## config.mk

```make
export PLATFORM = sky130hd
export DESIGN_NAME = mdu_hilo_writer_flat
export DESIGN_NICKNAME = d
export VERILOG_FILES = /design/src/rtl/mdu_hilo_writer_pkg.sv /design/src/rtl/mdu_hilo_writer_if.sv /design/src/rtl/mdu_hilo_writer_div_core.sv /design/src/rtl/mdu_hilo_writer.sv /design/src/flat_wrapper.sv
export SDC_FILE = /design/constraint.sdc
export NUM_CORES = 1
export LEC_CHECK = 0
export CORE_UTILIZATION = 50
export DETAILED_ROUTE_END_ITERATION = 12
export HOLD_SLACK_MARGIN = 0.05
export MAX_ROUTING_LAYER = met4
export PLACE_DENSITY = 0.75
export RECOVER_POWER = 50
export SLEW_MARGIN = 20
export SYNTH_ARGS = -nofsm -noshare
export SYNTH_HDL_FRONTEND = slang
export SYNTH_SLANG_ARGS = --single-unit
```

## constraint.sdc

```tcl
create_clock -name clk -period 5.1 [get_ports clk]
set_input_delay 1.02 -clock clk [delete_from_list [all_inputs] [get_ports clk]]
set_output_delay 1.02 -clock clk [all_outputs]
set_load 0.05 [all_outputs]
```

## src/rtl/mdu_hilo_writer_pkg.sv

```systemverilog
// mdu_hilo_writer_pkg: shared definitions for the HI/LO multiply/divide unit.
//   - MDU op encodings carried on the 3-bit op field
//   - controller state encoding (the MUL state is absent when MDU_FAST_MUL_EN is defined)
//   - divider iteration count
//   - magnitude/negate helpers shared by the multiplier and divider paths
package mdu_hilo_writer_pkg;

  localparam int unsigned MDU_DIV_ITERS = 32;

  typedef enum logic [2:0] {
    MDU_OP_MULT  = 3'b000,
    MDU_OP_MULTU = 3'b001,
    MDU_OP_DIV   = 3'b010,
    MDU_OP_DIVU  = 3'b011,
    MDU_OP_MTHI  = 3'b100,
    MDU_OP_MTLO  = 3'b101
  } mdu_op_e;

`ifdef MDU_FAST_MUL_EN
  typedef enum logic [1:0] {
    ST_IDLE,
    ST_DIV,
    ST_FIX
  } mdu_state_e;
`else
  typedef enum logic [1:0] {
    ST_IDLE,
    ST_MUL,
    ST_DIV,
    ST_FIX
  } mdu_state_e;
`endif

  // Absolute value of a 32-bit operand when treated as signed.
  function automatic logic [31:0] mag32(input logic [31:0] v, input logic is_signed);
    return (is_signed && v[31]) ? (32'd0 - v) : v;
  endfunction

  function automatic logic [31:0] neg_if32(input logic [31:0] v, input logic n);
    return n ? (32'd0 - v) : v;
  endfunction

  function automatic logic [63:0] neg_if64(input logic [63:0] v, input logic n);
    return n ? (64'd0 - v) : v;
  endfunction

endpackage

```

## src/rtl/mdu_hilo_writer_if.sv

```systemverilog
// mdu_hilo_writer_if: EX-stage <-> MDU request/result bundle.
//   master (EX stage): drives start, op, src_a, src_b, flush; observes busy and
//                      the HI/LO write strobes with data.
//   slave  (MDU):      the reverse.
interface mdu_hilo_writer_if;
  logic        start;
  logic [2:0]  op;
  logic [31:0] src_a;
  logic [31:0] src_b;
  logic        flush;
  logic        busy;
  logic        hi_we;
  logic [31:0] hi_o;
  logic        lo_we;
  logic [31:0] lo_o;

  modport master (
    output start, op, src_a, src_b, flush,
    input  busy, hi_we, hi_o, lo_we, lo_o
  );

  modport slave (
    input  start, op, src_a, src_b, flush,
    output busy, hi_we, hi_o, lo_we, lo_o
  );
endinterface

```

## src/rtl/mdu_hilo_writer_div_core.sv

```systemverilog
// mdu_div_core: one unsigned restoring-division step (combinational).
//   rem_i  [32:0] partial remainder
//   dvs_i  [31:0] divisor magnitude
//   bit_i         next dividend bit, shifted into the remainder
//   rem_o  [32:0] new partial remainder
//   q_o           quotient bit produced by this step
module mdu_div_core (
  input  logic [32:0] rem_i,
  input  logic [31:0] dvs_i,
  input  logic        bit_i,
  output logic [32:0] rem_o,
  output logic        q_o
);
  logic [33:0] shifted;
  logic [32:0] diff;

  always_comb begin
    shifted = {rem_i, bit_i};
    q_o     = (shifted >= {2'b00, dvs_i});
    // Only consumed when q_o is set, where the true difference fits in 33 bits.
    diff    = shifted[32:0] - {1'b0, dvs_i};
    rem_o   = q_o ? diff : shifted[32:0];
  end
endmodule

```

## src/rtl/mdu_hilo_writer.sv

```systemverilog
// mdu_hilo_writer: sole writer of the HI/LO register pair (EX stage).
//   clk, rst : clock; synchronous active-high reset
//   bus      : mdu_hilo_writer_if.slave
//              start/op/src_a/src_b/flush in; busy, hi_we/hi_o, lo_we/lo_o out
// Handles MULT/MULTU/DIV/DIVU/MTHI/MTLO. Divide is a 32-step restoring
// divider on magnitudes with sign fix-up in a final FIX cycle. Results leave as
// registered one-cycle write strobes; data holds between strobes.
// Build option: MDU_FAST_MUL_EN selects a single-cycle multiply instead of the
// 32-cycle shift-add MUL state.
module mdu_hilo_writer
  import mdu_hilo_writer_pkg::*;
#(
  parameter int unsigned DIV_ITERS = MDU_DIV_ITERS
) (
  input logic               clk,
  input logic               rst,
  mdu_hilo_writer_if.slave  bus
);

  localparam logic [4:0] LAST_CNT = 5'(DIV_ITERS - 1);

  mdu_state_e  state_q;
  logic [4:0]  cnt_q;
  logic        busy_q;
  logic        hi_we_q;
  logic        lo_we_q;
  logic [31:0] hi_q;
  logic [31:0] lo_q;

  logic [31:0] opa_q;     // dividend magnitude, quotient bits shift in at LSB; multiplicand for MUL
  logic [31:0] dvs_q;     // divisor magnitude
  logic [32:0] rem_q;     // partial remainder
  logic        neg_q_q;   // negate quotient / product
  logic        neg_r_q;   // remainder takes the dividend sign
  logic        dz_q;      // divide by zero

  mdu_op_e     op_e;
  logic        accept;
  logic        is_signed;
  logic [31:0] a_mag;
  logic [31:0] b_mag;
  logic [32:0] rem_n;
  logic        q_bit;
  logic [31:0] quot_fix;
  logic [31:0] rem_fix;

  assign op_e      = mdu_op_e'(bus.op);
  assign accept    = bus.start & ~busy_q & ~bus.flush;
  assign is_signed = (op_e == MDU_OP_MULT) || (op_e == MDU_OP_DIV);
  assign a_mag     = mag32(bus.src_a, is_signed);
  assign b_mag     = mag32(bus.src_b, is_signed);

  mdu_div_core u_div_core (
    .rem_i (rem_q),
    .dvs_i (dvs_q),
    .bit_i (opa_q[31]),
    .rem_o (rem_n),
    .q_o   (q_bit)
  );

  // Restoring division on a zero divisor leaves all-ones quotient and |dividend|
  // as remainder; re-signing the remainder restores src_a exactly, so only the
  // quotient needs overriding.
  assign quot_fix = dz_q ? '1 : neg_if32(opa_q, neg_q_q);
  assign rem_fix  = neg_if32(rem_q[31:0], neg_r_q);

`ifdef MDU_FAST_MUL_EN
  logic signed [63:0] fa;
  logic signed [63:0] fb;
  logic        [63:0] fast_prod;

  // 33-bit operands (sign bit only for MULT) extended to 64; low 64 bits of
  // the product equal the 33x33 result.
  always_comb begin
    fa        = {{31{is_signed & bus.src_a[31]}}, is_signed & bus.src_a[31], bus.src_a};
    fb        = {{31{is_signed & bus.src_b[31]}}, is_signed & bus.src_b[31], bus.src_b};
    fast_prod = 64'(fa * fb);
  end
`else
  // acc_q[63:32] accumulates, acc_q[31:0] starts as the multiplier and is
  // consumed LSB first as the sum shifts right.
  logic [63:0] acc_q;
  logic [32:0] mul_sum;
  logic [63:0] mul_next;
  logic [63:0] mul_res;

  always_comb begin
    mul_sum  = {1'b0, acc_q[63:32]} + (acc_q[0] ? {1'b0, opa_q} : 33'd0);
    mul_next = {mul_sum, acc_q[31:1]};
    mul_res  = neg_if64(mul_next, neg_q_q);
  end
`endif

  always_ff @(posedge clk) begin
    if (rst) begin
      state_q <= ST_IDLE;
      cnt_q   <= '0;
      busy_q  <= 1'b0;
      hi_we_q <= 1'b0;
      lo_we_q <= 1'b0;
      hi_q    <= '0;
      lo_q    <= '0;
      opa_q   <= '0;
      dvs_q   <= '0;
      rem_q   <= '0;
      neg_q_q <= 1'b0;
      neg_r_q <= 1'b0;
      dz_q    <= 1'b0;
`ifndef MDU_FAST_MUL_EN
      acc_q   <= '0;
`endif
    end else begin
      hi_we_q <= 1'b0;
      lo_we_q <= 1'b0;
      unique case (state_q)
        ST_IDLE: begin
          if (accept) begin
            case (op_e)
              MDU_OP_MTHI: begin
                hi_q    <= bus.src_a;
                hi_we_q <= 1'b1;
              end
              MDU_OP_MTLO: begin
                lo_q    <= bus.src_a;
                lo_we_q <= 1'b1;
              end
              MDU_OP_MULT, MDU_OP_MULTU: begin
`ifdef MDU_FAST_MUL_EN
                hi_q    <= fast_prod[63:32];
                lo_q    <= fast_prod[31:0];
                hi_we_q <= 1'b1;
                lo_we_q <= 1'b1;
`else
                opa_q   <= a_mag;
                acc_q   <= {32'd0, b_mag};
                neg_q_q <= is_signed & (bus.src_a[31] ^ bus.src_b[31]);
                cnt_q   <= '0;
                busy_q  <= 1'b1;
                state_q <= ST_MUL;
`endif
              end
              MDU_OP_DIV, MDU_OP_DIVU: begin
                opa_q   <= a_mag;
                dvs_q   <= b_mag;
                rem_q   <= '0;
                neg_q_q <= is_signed & (bus.src_a[31] ^ bus.src_b[31]);
                neg_r_q <= is_signed & bus.src_a[31];
                dz_q    <= (bus.src_b == 32'd0);
                cnt_q   <= '0;
                busy_q  <= 1'b1;
                state_q <= ST_DIV;
              end
              default: ;
            endcase
          end
        end
`ifndef MDU_FAST_MUL_EN
        ST_MUL: begin
          if (bus.flush) begin
            cnt_q   <= '0;
            busy_q  <= 1'b0;
            state_q <= ST_IDLE;
          end else begin
            acc_q <= mul_next;
            cnt_q <= cnt_q + 5'd1;
            if (cnt_q == LAST_CNT) begin
              hi_q    <= mul_res[63:32];
              lo_q    <= mul_res[31:0];
              hi_we_q <= 1'b1;
              lo_we_q <= 1'b1;
              busy_q  <= 1'b0;
              state_q <= ST_IDLE;
            end
          end
        end
`endif
        ST_DIV: begin
          if (bus.flush) begin
            cnt_q   <= '0;
            busy_q  <= 1'b0;
            state_q <= ST_IDLE;
          end else begin
            rem_q <= rem_n;
            opa_q <= {opa_q[30:0], q_bit};
            cnt_q <= cnt_q + 5'd1;
            if (cnt_q == LAST_CNT) begin
              state_q <= ST_FIX;
            end
          end
        end
        ST_FIX: begin
          busy_q  <= 1'b0;
          state_q <= ST_IDLE;
          if (!bus.flush) begin
            hi_q    <= rem_fix;
            lo_q    <= quot_fix;
            hi_we_q <= 1'b1;
            lo_we_q <= 1'b1;
          end
        end
        default: begin
          busy_q  <= 1'b0;
          state_q <= ST_IDLE;
        end
      endcase
    end
  end

  assign bus.busy  = busy_q;
  assign bus.hi_we = hi_we_q;
  assign bus.hi_o  = hi_q;
  assign bus.lo_we = lo_we_q;
  assign bus.lo_o  = lo_q;

endmodule

```

## src/flat_wrapper.sv

```systemverilog
// flat-port wrapper written by rule: the top's interface ports become plain ports
module mdu_hilo_writer_flat import mdu_hilo_writer_pkg::*;
#(
  parameter int unsigned DIV_ITERS = MDU_DIV_ITERS
)
  (clk, rst, bus_start, bus_op, bus_src_a, bus_src_b, bus_flush, bus_busy, bus_hi_we, bus_hi_o, bus_lo_we, bus_lo_o);
  mdu_hilo_writer_if bus_i ();
  input logic clk;
  input logic rst;
  input wire logic [$bits(bus_i.start)-1:0] bus_start;
  input wire logic [$bits(bus_i.op)-1:0] bus_op;
  input wire logic [$bits(bus_i.src_a)-1:0] bus_src_a;
  input wire logic [$bits(bus_i.src_b)-1:0] bus_src_b;
  input wire logic [$bits(bus_i.flush)-1:0] bus_flush;
  output wire logic [$bits(bus_i.busy)-1:0] bus_busy;
  output wire logic [$bits(bus_i.hi_we)-1:0] bus_hi_we;
  output wire logic [$bits(bus_i.hi_o)-1:0] bus_hi_o;
  output wire logic [$bits(bus_i.lo_we)-1:0] bus_lo_we;
  output wire logic [$bits(bus_i.lo_o)-1:0] bus_lo_o;
  assign bus_i.start = bus_start;
  assign bus_i.op = bus_op;
  assign bus_i.src_a = bus_src_a;
  assign bus_i.src_b = bus_src_b;
  assign bus_i.flush = bus_flush;
  assign bus_busy = bus_i.busy;
  assign bus_hi_we = bus_i.hi_we;
  assign bus_hi_o = bus_i.hi_o;
  assign bus_lo_we = bus_i.lo_we;
  assign bus_lo_o = bus_i.lo_o;
  mdu_hilo_writer #(.DIV_ITERS(DIV_ITERS)) u_core (.clk(clk), .rst(rst), .bus(bus_i));
endmodule
```

==> Flow_metrics.wiki, run 1 <==
{| class="wikitable"
! Metric !! Value
|-
| Cells after DPL || 2,962
|-
| YS warnings || 0
|-
| Clock tree from TritonCTS || built
|-
| Total placed instance area || 19,700 sq um
|-
| Number of remaining DRC errors || 0
|-
| Slew of the pin with the lowest slew margin || 3.39 ns
|-
| Post-synthesis area per instance || 7.25 sq um
|-
| Root buffer selected by CTS || sky130_fd_sc_hd__clkbuf_16
|-
| Worst path required time || 5.56 ns
|-
| Violations in the final reports || max-capacitance violations, max-slew violations
|-
| Slew HR || -126%
|-
| Minimum period implied by the final worst setup slack || 4.92 ns
|-
| Sequential element share of the synthesized area || 26.5%
|-
| Post-detailed-route wirelength per cell || 21.6 um
|-
| Count of standard-cell rows || 69
|-
| Layout cell share with drive strength beyond 1 || 5.40%
|-
| Unrepaired setup endpoints after global routing || no
|-
| Post-route cell area || 20,700 sq um
|-
| Synth-to-Final Area Change || 15.3%
|-
| Leak Pwr || 7.84 nW
|-
| # clock sinks || 238
|-
| Final Instance Count excl. Fillers || 3,016
|-
| Number of global-route vias before repair || 17,299
|-
| Wire length of the first global-routing pass || 99,400 um
|-
| Clock tree buffer depth || 3
|-
| Worst path arrival time || 5.38 ns
|-
| Grt total ovfl || 0
|-
| Hold buffer count at cts || 0
|-
| Outcome || complete, but fails checks
|-
| Crit path to || u_core.bus.hi_o[29]
|-
| CTS resizes || 0
|-
| Maximum vdd ir drop || 0.399 mV
|-
| Setup violation total in the final timing report || 0
|-
| Vias per cell || 6.28
|-
| Origin of the worst setup path || u_core.acc_q[0]
|-
| Total via count in the routed design || 18,955
|-
| Count of boundary I/O pins || 138
|-
| Setup Crit Path Kind || reg -> reg
|-
| Total Nets Final || 2,680
|-
| Initial Utilization || 50.6%
|-
| Buffers added on ports || 137
|-
| Final total negative setup slack || 0 ns
|-
| Total power draw || 8.93 mW
|-
| CTS H-tree lvls || 1
|-
| Startpoint type of the worst setup path || register
|-
| Beginning of the worst register-to-register path || u_core.acc_q[0]
|-
| Maximum number of pins on one net before global-route repair || 94
|-
| Yosys top cell by area || sky130_fd_sc_hd__dfxtp_1
|-
| Number of nets in the synthesized netlist || 2,623
|-
| Total global routing track utilization || 36.1%
|-
| Horizontal die dimension || 191 um
|-
| DRT antenna net count || 0
|-
| Worst slack at placement || 0.256 ns
|-
| Async set-reset flop share out of synthesis || 0%
|-
| Area of the core || 35,500 sq um
|-
| Height of the die || 191 um
|-
| Violation count after the first detailed-route iteration || 1,719
|-
| Most frequently used flop master after synthesis || sky130_fd_sc_hd__dfxtp_1
|-
| Clock tree skew after final layout || 0.0182 ns
|-
| Count of flip-flops with a built-in enable after synthesis || 0
|-
| Total power density per cell area || 432 nW/um^2
|-
| Critical Path End Type || register
|-
| Portion of synthesized cell area occupied by the leading cell type || 26.5%
|-
| Setup repair bufs after CTS || 0
|-
| Maximum Capacitance Violations || 3
|-
| Die area || 36,700 sq um
|-
| Fmax || 203 MHz
|-
| Number of pins with negative max-slew slack in the final report || 203
|-
| Final critical-path share of the clock period || 96.4%
|-
| Number of antenna violations at the first check in global routing || 1
|-
| Number of CTS-inserted buffers || 29
|-
| Length in cells of the worst reg-to-reg path || 15
|-
| Largest fanout on the critical path || 11
|-
| Fin worst setup slack || 0.184 ns
|-
| Clock input transition at the sequential cells of the worst setup and hold paths || 0.06 ns
|-
| Number of unique standard cell types used by synthesis || 78
|-
| Post-synthesis instance total || 2,475
|-
| Final hold violation count || 0
|-
| Flop-to-flop setup slack || 0.18 ns
|-
| Largest cells by area after synthesis || sky130_fd_sc_hd__dfxtp_1 (27%), sky130_fd_sc_hd__xnor2_1 (7.2%), sky130_fd_sc_hd__nand2_1 (6.8%)
|-
| Detailed-placement wirelength estimate || 49,600 um
|-
| Final WL || 65,300 um
|-
| Number of register bits inferred by synthesis || 238
|-
| Clock latency at the later pin of the worst-skew pair || 0.59 ns
|-
| Type of the worst min-delay path || reg -> reg
|-
| Routability Congestion || 1.01
|-
| Total iterations of the first detailed-routing run || 6
|-
| Worst r2r dst || u_core.bus.hi_o[29]
|-
| Post-synthesis instance area || 18,000 sq um
|}
cells in the final DEF (no fill, tap or decap), drive strengths merged, types with 14 or more instances in the layout:
| cell | synthesis | layout |
|---|---|---|
| o21ai | 212 | 212 |
| inv | 73 | 74 |
| xor2 | 78 | 78 |
| o211ai | 15 | 15 |
| clkbuf | 147 | 41 |
| nand2b | 27 | 27 |
| or4 | 22 | 22 |
| nand2 | 328 | 328 |
| buf | 17 | 50 |
| clkdlybuf4s50 | 0 | 66 |
| a22oi | 39 | 39 |
| nand3 | 27 | 27 |
| or3 | 18 | 18 |
| xnor2 | 148 | 148 |
| a21o | 29 | 29 |
| and2 | 46 | 46 |
| o31ai | 40 | 40 |
| nor3 | 80 | 80 |
| a21oi | 234 | 234 |
| a211oi | 62 | 62 |
| nand4 | 14 | 14 |
| nor4 | 17 | 17 |
| dfxtp | 238 | 238 |
| nor2 | 241 | 241 |
| ha | 75 | 75 |
| and3 | 14 | 14 |
| o41ai | 26 | 26 |
| dlygate4sd3 | 0 | 70 |
| a22o | 23 | 23 |
| o21a | 17 | 17 |
final cells by class:
cell class / count / area, sq um
Timing Repair Buffer: 190 / 1770
Clock buffer: 37 / 816
Multi-Input combinational cell: 2000 / 12300
Inverter: 73 / 274
Clock inverter: 16 / 185
Fill cell: 3322 / 14800
Tap cell: 461 / 577
Antenna cell: 1 / 2.50
Sequential cell: 238 / 4770
metal layers:
metal | GRT usage, % | up-vias | wire [um]
li1 | - | 9013 | -
met1 | 45.8 | 8839 | 27100
met2 | 56.0 | 882 | 29400
met3 | 4.70 | 221 | 5030
met4 | 18.6 | 0 | 3740
met5 | - | - | 0
sequential cells by signal, summed over array words and instances, names as in the netlist:
signal and cells:
u_core.acc_q 64, u_core.rem_q 33, u_core.bus.hi_o 32, u_core.bus.lo_o 32, u_core.dvs_q 32, u_core.opa_q 32, u_core.cnt_q 5, u_core.state_q 2
u_core.bus.busy 1, u_core.bus.hi_we 1, u_core.bus.lo_we 1, u_core.dz_q 1, u_core.neg_q_q 1, u_core.neg_r_q 1
cell families after synthesis:
logic type	Yosys count	share of synthesized area (%)
and+or+nand+nor	884	22.8
AOI/OAI and AO/OA	801	28.4
DFF	238	26.5
buffers and inverters	237	5.06
xor gates and xnor gates	226	11.0
adders and majority gates	77	5.45
muxes	12	0.704
critical path: stages, from the launching register on:
cell and delay (ns):
sky130_fd_sc_hd__dfxtp_1 0.40, sky130_fd_sc_hd__and2_1 0.20, sky130_fd_sc_hd__ha_1 0.21, sky130_fd_sc_hd__fa_1 0.43, sky130_fd_sc_hd__a21oi_1 0.27, sky130_fd_sc_hd__o221a_2 0.30, sky130_fd_sc_hd__a2111oi_1 0.09, sky130_fd_sc_hd__buf_4 0.17
sky130_fd_sc_hd__o31a_1 0.28, sky130_fd_sc_hd__or3_4 0.40, sky130_fd_sc_hd__a2111oi_4 0.43, sky130_fd_sc_hd__or4b_4 0.57, sky130_fd_sc_hd__nor4b_4 0.43, sky130_fd_sc_hd__nand2_2 0.10, sky130_fd_sc_hd__mux2_4 0.30, sky130_fd_sc_hd__a31o_1 0.21
report_power, final:
part,internal (mW),switching [mW],total (mW)
logic,1.38,2.86,4.24
registers,2.15,0.353,2.50
clock network,1.29,0.904,2.19
total,4.81,4.12,8.93
metrics by stage:
stage / util, % / hold WS (ns)
3_5_place_dp: 55.6 / 0.456
6_report: 58.3 / 0.463
3_3_place_gp: 55.6 / 0.443
2_1_floorplan: - / 0.426
5_1_grt: 58.3 / 0.489
4_1_cts: 58.4 / 0.463
synth_stat cells, drive strengths merged, types with 18 or more instances:
cell type / count
or3: 18
xor2: 78
ha: 75
inv: 73
o41ai: 26
nand2: 328
dfxtp: 238
a21o: 29
or4: 22
a21oi: 234
a22o: 23
clkbuf: 147
xnor2: 148
nor3: 80
nand2b: 27
o21ai: 212
and2: 46
a22oi: 39
o31ai: 40
nand3: 27
nor2: 241
a211oi: 62
worst min-delay path by stage:
stage / startpoint / end / slack, ns / cells past startpoint
2_1_floorplan: u_core.rem_q[32] / u_core.rem_q[32] / 0.43 / 2
3_3_place_gp: u_core.cnt_q[4] / u_core.cnt_q[4] / 0.44 / 2
3_5_place_dp: u_core.cnt_q[4] / u_core.cnt_q[4] / 0.46 / 2
4_1_cts: u_core.cnt_q[4] / u_core.cnt_q[4] / 0.46 / 2
5_1_grt: u_core.cnt_q[4] / u_core.cnt_q[4] / 0.49 / 2
6_report: u_core.cnt_q[4] / u_core.cnt_q[4] / 0.46 / 2
(Power assumes the default switching activity.)
==> run 2: changes to the inputs <==
--- a/config.mk
+++ b/config.mk
@@ -5,6 +5,7 @@
 export SDC_FILE = /design/constraint.sdc
 export NUM_CORES = 1
 export LEC_CHECK = 0
+export CORE_MARGIN = 4
 export CORE_UTILIZATION = 50
 export DETAILED_ROUTE_END_ITERATION = 12
 export HOLD_SLACK_MARGIN = 0.05
==> run 2 against run 1 <==
Against the previous run: the run still ends with max-capacitance violations, max-slew violations left; wire length up 0.87%; via count is 0.43% higher; clock power up 5%; register-to-register slack hardly changed; count of clock-buffer cells in the layout down 2; maximum frequency is 0.30% lower; sequential share of layout area barely moved; combinational power about the same; core utilization about the same; first-iteration DRC count rose by 3.0%; largest power group unchanged; highest routed layer unchanged.
==> Flow_metrics.wiki, run 2 (synthesis gave the netlist of run 1 again) <==
{| class="wikitable"
! Metric !! Value
|-
| Outcome || complete, but fails checks
|-
| Violations in the final reports || max-capacitance violations, max-slew violations
|-
| Post-detailed-route wirelength per cell || 21.9 um
|-
| Number of CTS-inserted buffers || 28
|-
| Clock latency at the later pin of the worst-skew pair || 0.57 ns
|-
| Total number of cells along the worst setup path || 15
|-
| Most frequent cells in the layout || sky130_fd_sc_hd__nand2_1 (327), sky130_fd_sc_hd__nor2_1 (240), sky130_fd_sc_hd__dfxtp_1 (237), sky130_fd_sc_hd__a21oi_1 (232), sky130_fd_sc_hd__o21ai_0 (211)
|-
| Die area || 39,000 sq um
|-
| Critical-path cell list || and2_1, ha_1, fa_1, a21oi_1, o221a_2, a2111oi_2, buf_4, o31a_1, or3_4, a2111oi_4, or4b_4, nor4b_4, nand2_2, mux2_4, a31o_1
|-
| DRT antenna net count || 0
|-
| Length in cells of the worst reg-to-reg path || 15
|-
| Flop-to-flop setup slack || 0.17 ns
|-
| Setup repair bufs after CTS || 0
|-
| Setup Crit Path Kind || reg -> reg
|-
| Crit path largest cell delay || 0.56 ns
|-
| Detailed-placement wirelength estimate || 50,000 um
|-
| Wire length of the first global-routing pass || 101,000 um
|-
| Largest delay share family, worst path || simple AND/OR/NAND/NOR gates
|-
| Layout cell share with drive strength beyond 1 || 4.91%
|-
| Number of pins with negative max-slew slack in the final report || 95
|-
| Synth-to-Final Area Change || 15.2%
|-
| Total global routing track utilization || 33.1%
|-
| Initial Utilization || 50.6%
|-
| Combinational cell fraction of total power || 46.8%
|-
| Clock input transition at the sequential cells of the worst setup and hold paths || 0.06 ns
|-
| Largest register FFs || 64
|-
| Registers with the most flip-flops || u_core.acc_q x64, u_core.rem_q x33
|-
| Final critical-path share of the clock period || 96.7%
|-
| Leading cell type in the layout, fill and taps excluded || sky130_fd_sc_hd__nand2_1
|-
| Origin of the worst setup path || u_core.opa_q[0]
|-
| Clock tree from TritonCTS || built
|-
| Horizontal die dimension || 197 um
|-
| Count of standard-cell rows || 69
|-
| Post-route cell area || 20,700 sq um
|-
| Beginning of the worst register-to-register path || u_core.opa_q[0]
|-
| Cell with the largest stage delay on the worst path || sky130_fd_sc_hd__or4b_4
|-
| Total placed instance area || 19,700 sq um
|-
| Part of the total power dissipated in sequential elements || 27.7%
|-
| Number of remaining DRC errors || 0
|-
| Area of the core || 35,500 sq um
|-
| Violation count after the first detailed-route iteration || 1,771
|-
| Setup violation total in the final timing report || 0
|-
| Startpoint type of the worst setup path || register
|-
| Clock tree buffer depth || 3
|-
| CTS H-tree lvls || 1
|-
| Final total negative setup slack || 0 ns
|-
| Part of the power in the clock network || 25.5%
|-
| Maximum number of pins on one net before global-route repair || 126
|-
| Total iterations of the first detailed-routing run || 6
|-
| Root buffer selected by CTS || sky130_fd_sc_hd__clkbuf_16
|-
| Worst r2r dst || u_core.bus.hi_o[29]
|-
| Buffers plus inverters on the worst setup path || 1
|-
| Unrepaired setup endpoints after global routing || no
|-
| Net switching power of the design || 4.10 mW
|-
| Buffers added on ports || 137
|-
| Share of total power consumed by net switching || 45.4%
|-
| Grt total ovfl || 0
|-
| Number of fill cells in the layout || 3,337
|-
| Total power density per cell area || 436 nW/um^2
|-
| Largest Register || u_core.acc_q
|-
| Number of global-route vias before repair || 17,805
|-
| Total power draw || 9.03 mW
|-
| Total via count in the routed design || 19,037
|-
| Type of the worst min-delay path || reg -> reg
|-
| Critical Path End Type || register
|-
| Vias per cell || 6.33
|-
| Routability Congestion || 1.02
|-
| Maximum vdd ir drop || 0.459 mV
|-
| Minimum period implied by the final worst setup slack || 4.93 ns
|-
| Total Nets Final || 2,670
|-
| Hold buffer count at cts || 0
|-
| Largest fanout on the critical path || 7
|-
| Internal || 4.93 mW
|-
| Worst path arrival time || 5.39 ns
|-
| Slew HR || -72.4%
|-
| CTS resizes || 0
|-
| Crit path to || u_core.bus.hi_o[29]
|-
| Slew of the pin with the lowest slew margin || 2.59 ns
|-
| # clock sinks || 238
|-
| Count of boundary I/O pins || 138
|-
| Clock tree skew after final layout || 0.00932 ns
|-
| Final WL || 65,800 um
|-
| Leak Pwr || 7.81 nW
|-
| Height of the die || 197 um
|-
| Number of antenna violations at the first check in global routing || 0
|-
| Worst path required time || 5.56 ns
|-
| Fmax || 203 MHz
|-
| Final hold violation count || 0
|-
| Maximum Capacitance Violations || 2
|}
-- run 2: how the worst min path moves through the flow --
stage                                start  cells after the start                to
after floorplan           u_core.rem_q[32]                      2  u_core.rem_q[32]
after detailed placement  u_core.rem_q[32]                      2  u_core.rem_q[32]
after CTS                  u_core.cnt_q[4]                      2   u_core.cnt_q[4]
final                      u_core.cnt_q[4]                      2   u_core.cnt_q[4]
after global routing      u_core.rem_q[32]                      2  u_core.rem_q[32]
after global placement     u_core.dvs_q[0]                      2   u_core.dvs_q[0]
-- run 2: per-layer routing --
layer	up-vias	part of all wire [%]	track usage, %
li1	8977	-	-
met1	8890	40	42.0
met2	958	45	52.7
met3	212	9.3	4.62
met4	0	5.5	14.8
met5	-	0	-
-- run 2: cell type report --
class,instances,area (sq um),area share [%]
antenna,1,2.50,0.0121
clock buffer,35,767,3.71
clock inverter,17,280,1.36
inverter,73,274,1.32
multi-input combinational,2000,12300,59.5
sequential,238,4770,23.0
tap,461,577,2.79
timing repair buffer,181,1700,8.22
-- run 2: per-stage QoR --
step / utilization (%) / hold WS, ns / instances / setup slack, ns
6_report: 58.3 / 0.471 / 3006 / 0.169
5_1_grt: 58.3 / 0.487 / 3005 / 0.00690
4_1_cts: 58.3 / 0.470 / 3005 / 0.175
3_5_place_dp: 55.4 / 0.460 / 2953 / 0.182
3_3_place_gp: 55.4 / 0.447 / 2953 / 0.239
2_1_floorplan: - / 0.426 / 2475 / 0.696
-- run 2: power by group through the flow --
stage          Combinational (mW)  Sequential [mW]  Clock [mW]
2_1_floorplan                2.49             2.83           0
3_3_place_gp                 4.10             2.52           0
3_5_place_dp                 4.16             2.53           0
4_1_cts                      4.18             2.49        2.32
5_1_grt                      4.54             2.53        2.39
6_report                     4.22             2.50        2.30
-- run 2: worst register-to-register path, cell delays in order, from the launching register on --
cell	delay (ns)
sky130_fd_sc_hd__dfxtp_1	0.37
sky130_fd_sc_hd__and2_1	0.17
sky130_fd_sc_hd__ha_1	0.21
sky130_fd_sc_hd__fa_1	0.43
sky130_fd_sc_hd__a21oi_1	0.30
sky130_fd_sc_hd__o221a_2	0.32
sky130_fd_sc_hd__a2111oi_2	0.10
sky130_fd_sc_hd__buf_4	0.16
sky130_fd_sc_hd__o31a_1	0.28
sky130_fd_sc_hd__or3_4	0.40
sky130_fd_sc_hd__a2111oi_4	0.47
sky130_fd_sc_hd__or4b_4	0.56
sky130_fd_sc_hd__nor4b_4	0.44
sky130_fd_sc_hd__nand2_2	0.10
sky130_fd_sc_hd__mux2_4	0.30
sky130_fd_sc_hd__a31o_1	0.21
==> run 3: changes to the inputs <==
==> constraint.sdc (replaced) <==
create_clock -name clk -period 5.7 [get_ports clk]
set_input_delay 1.14 -clock clk [delete_from_list [all_inputs] [get_ports clk]]
set_output_delay 1.14 -clock clk [all_outputs]
set_load 0.05 [all_outputs]
==> run 3 against run 2 <==
Against the previous run: the run still ends with max-capacitance violations, max-slew violations left; core utilization fell by 0.71 points; worst setup slack improved by 0.54 ns; hold slack got worse by 0.0097 ns; sequential power fell by 10%; non-clock buffer count fell by 14; register-to-register slack improved by 0.54 ns; wire length fell by 1.3%; sequential cell count did not move; global-route usage fell by 0.20 points; combinational power fell by 12%; first-iteration DRC count rose by 3.3%; sequential share of layout area rose by 0.28 points.
==> Flow_metrics.wiki, run 3 (synthesis gave the netlist of run 1 again) <==
{| class="wikitable"
! Metric !! Value
|-
| Final critical-path share of the clock period || 87.6%
|-
| Wire length of the first global-routing pass || 99,500 um
|-
| Root buffer selected by CTS || sky130_fd_sc_hd__clkbuf_16
|-
| Final total negative setup slack || 0 ns
|-
| Hold buffer count at cts || 0
|-
| Clock tree skew after final layout || 0.0163 ns
|-
| Cell with the largest stage delay on the worst path || sky130_fd_sc_hd__dfxtp_1
|-
| Die area || 39,000 sq um
|-
| Startpoint type of the worst setup path || register
|-
| Grt total ovfl || 0
|-
| Post-detailed-route wirelength per cell || 21.7 um
|-
| Layout cell share with drive strength beyond 1 || 4.19%
|-
| Total via count in the routed design || 18,894
|-
| Leak Pwr || 7.67 nW
|-
| Minimum period implied by the final worst setup slack || 4.99 ns
|-
| Number of global-route vias before repair || 17,221
|-
| Clock tree buffer depth || 3
|-
| Number of pins with negative max-slew slack in the final report || 227
|-
| Total global routing track utilization || 32.9%
|-
| Flop-to-flop setup slack || 0.71 ns
|-
| Height of the die || 197 um
|-
| Total iterations of the first detailed-routing run || 6
|-
| Clock latency at the later pin of the worst-skew pair || 0.58 ns
|-
| Largest register FFs || 64
|-
| Total power density per cell area || 381 nW/um^2
|-
| Crit path largest cell delay || 0.66 ns
|-
| Vias per cell || 6.32
|-
| Internal || 4.16 mW
|-
| Setup violation total in the final timing report || 0
|-
| Maximum vdd ir drop || 0.397 mV
|-
| Critical Path End Type || register
|-
| Count of boundary I/O pins || 138
|-
| Violation count after the first detailed-route iteration || 1,830
|-
| Maximum Capacitance Violations || 4
|-
| Count of standard-cell rows || 69
|-
| Slew HR || -78.4%
|-
| Routability Congestion || 1.00
|-
| Part of the total power dissipated in sequential elements || 28.8%
|-
| Worst path arrival time || 5.45 ns
|-
| Area of the core || 35,500 sq um
|-
| Initial Utilization || 50.6%
|-
| Type of the worst min-delay path || reg -> reg
|-
| Final WL || 65,000 um
|-
| Most frequent cells in the layout || sky130_fd_sc_hd__nand2_1 (327), sky130_fd_sc_hd__nor2_1 (240), sky130_fd_sc_hd__dfxtp_1 (237), sky130_fd_sc_hd__a21oi_1 (232), sky130_fd_sc_hd__o21ai_0 (211)
|-
| Number of CTS-inserted buffers || 28
|-
| Slew of the pin with the lowest slew margin || 2.68 ns
|-
| Horizontal die dimension || 197 um
|-
| Leading cell type in the layout, fill and taps excluded || sky130_fd_sc_hd__nand2_1
|-
| CTS H-tree lvls || 1
|-
| Number of antenna violations at the first check in global routing || 0
|-
| DRT antenna net count || 0
|-
| Number of remaining DRC errors || 0
|-
| Unrepaired setup endpoints after global routing || no
|-
| Net switching power of the design || 3.62 mW
|-
| Final hold violation count || 0
|-
| Largest Register || u_core.acc_q
|-
| Part of the power in the clock network || 23.4%
|-
| Buffers added on ports || 137
|-
| Critical-path cell list || and2_1, ha_1, fa_1, a21oi_1, o221a_2, a2111oi_1, o31a_1, o21ai_0, a2111oi_4, or4b_4, nor4b_4, nand2_2, mux2_4, a31o_1
|-
| Post-route cell area || 20,400 sq um
|-
| Total Nets Final || 2,656
|-
| Antenna diode count || 0
|-
| Maximum number of pins on one net before global-route repair || 107
|-
| Clock input transition at the sequential cells of the worst setup and hold paths || 0.06 ns
|-
| CTS resizes || 0
|-
| Violations in the final reports || max-capacitance violations, max-slew violations
|-
| Largest fanout on the critical path || 18
|-
| Worst path required time || 6.16 ns
|-
| Setup repair bufs after CTS || 0
|-
| Total placed instance area || 19,500 sq um
|-
| Clock tree from TritonCTS || built
|-
| Share of total power consumed by net switching || 46.5%
|-
| Detailed-placement wirelength estimate || 49,400 um
|-
| Registers with the most flip-flops || u_core.acc_q x64, u_core.rem_q x33
|-
| Combinational cell fraction of total power || 47.9%
|-
| Fmax || 200 MHz
|-
| Outcome || complete, but fails checks
|-
| # clock sinks || 238
|-
| Synth-to-Final Area Change || 13.8%
|-
| Setup Crit Path Kind || reg -> reg
|}
[run 3: changes by cell type in the layout (fill, tap and decap cells not counted), moves of 4 or more]
cell	previous run	this run
sky130_fd_sc_hd__clkbuf_8	4	9
sky130_fd_sc_hd__clkinv_2	6	2
sky130_fd_sc_hd__buf_4	39	26
sky130_fd_sc_hd__bufinv_16	7	1
[run 3: power by group through the flow]
stage | clock network (mW) | logic [mW] | registers, mW
floorplan | 0 | 2.23 | 2.53
global placement | 0 | 3.63 | 2.26
detailed placement | 0 | 3.68 | 2.27
CTS | 1.84 | 3.70 | 2.23
global route | 1.90 | 4.02 | 2.27
finish | 1.82 | 3.72 | 2.24
[run 3: worst max-delay path: cells and delay by family (launching register included)]
kind | cells | cell delay [ns]
and+or+nand+nor | 4 | 1.31
adders and majority gates | 2 | 0.47
AOI/OAI and AO/OA | 7 | 2.13
muxes | 1 | 0.30
DFF | 1 | 0.66
[run 3: metal layers]
| metal | wire length (um) | global-route usage, % | up-vias | share of wire, % |
|---|---|---|---|---|
| met4 | 3950 | 15.2 | 0 | 6.1 |
| met2 | 28600 | 50.1 | 908 | 44 |
| met3 | 5500 | 4.71 | 197 | 8.5 |
| met1 | 26900 | 43.3 | 8845 | 41 |
| li1 | - | - | 8944 | - |
| met5 | 0 | - | - | 0 |
[run 3: worst paths after layout]
path                            cells past startpoint             endpoint        startpoint
worst min-delay path                                2     u_core.rem_q[32]  u_core.rem_q[32]
worst max-delay path                               14  u_core.bus.hi_o[29]   u_core.acc_q[0]
worst min register to register                      2     u_core.rem_q[32]  u_core.rem_q[32]
worst max register to register                     14  u_core.bus.hi_o[29]   u_core.acc_q[0]
[run 3: per-stage QoR]
stage	util (%)	power [mW]	instances	worst slack [ns]	hold WS, ns
after floorplan	-	4.76	2475	1.30	0.426
after global placement	55.1	5.89	2939	0.797	0.444
after detailed placement	55.1	5.95	2939	0.708	0.454
after CTS	57.7	7.77	2988	0.682	0.467
after global routing	57.6	8.19	2988	0.348	0.491
final	57.6	7.78	2988	0.706	0.461
[run 3: cell type report]
| cell class | count | area [sq um] |
|---|---|---|
| clock buffers | 42 | 843 |
| clock inverters | 7 | 78.8 |
| fillers | 3353 | 15100 |
| inverters | 73 | 274 |
| multi-input cells | 2000 | 12300 |
| flip-flops and latches | 238 | 4770 |
| well taps | 461 | 577 |
| repair buffers | 167 | 1590 |
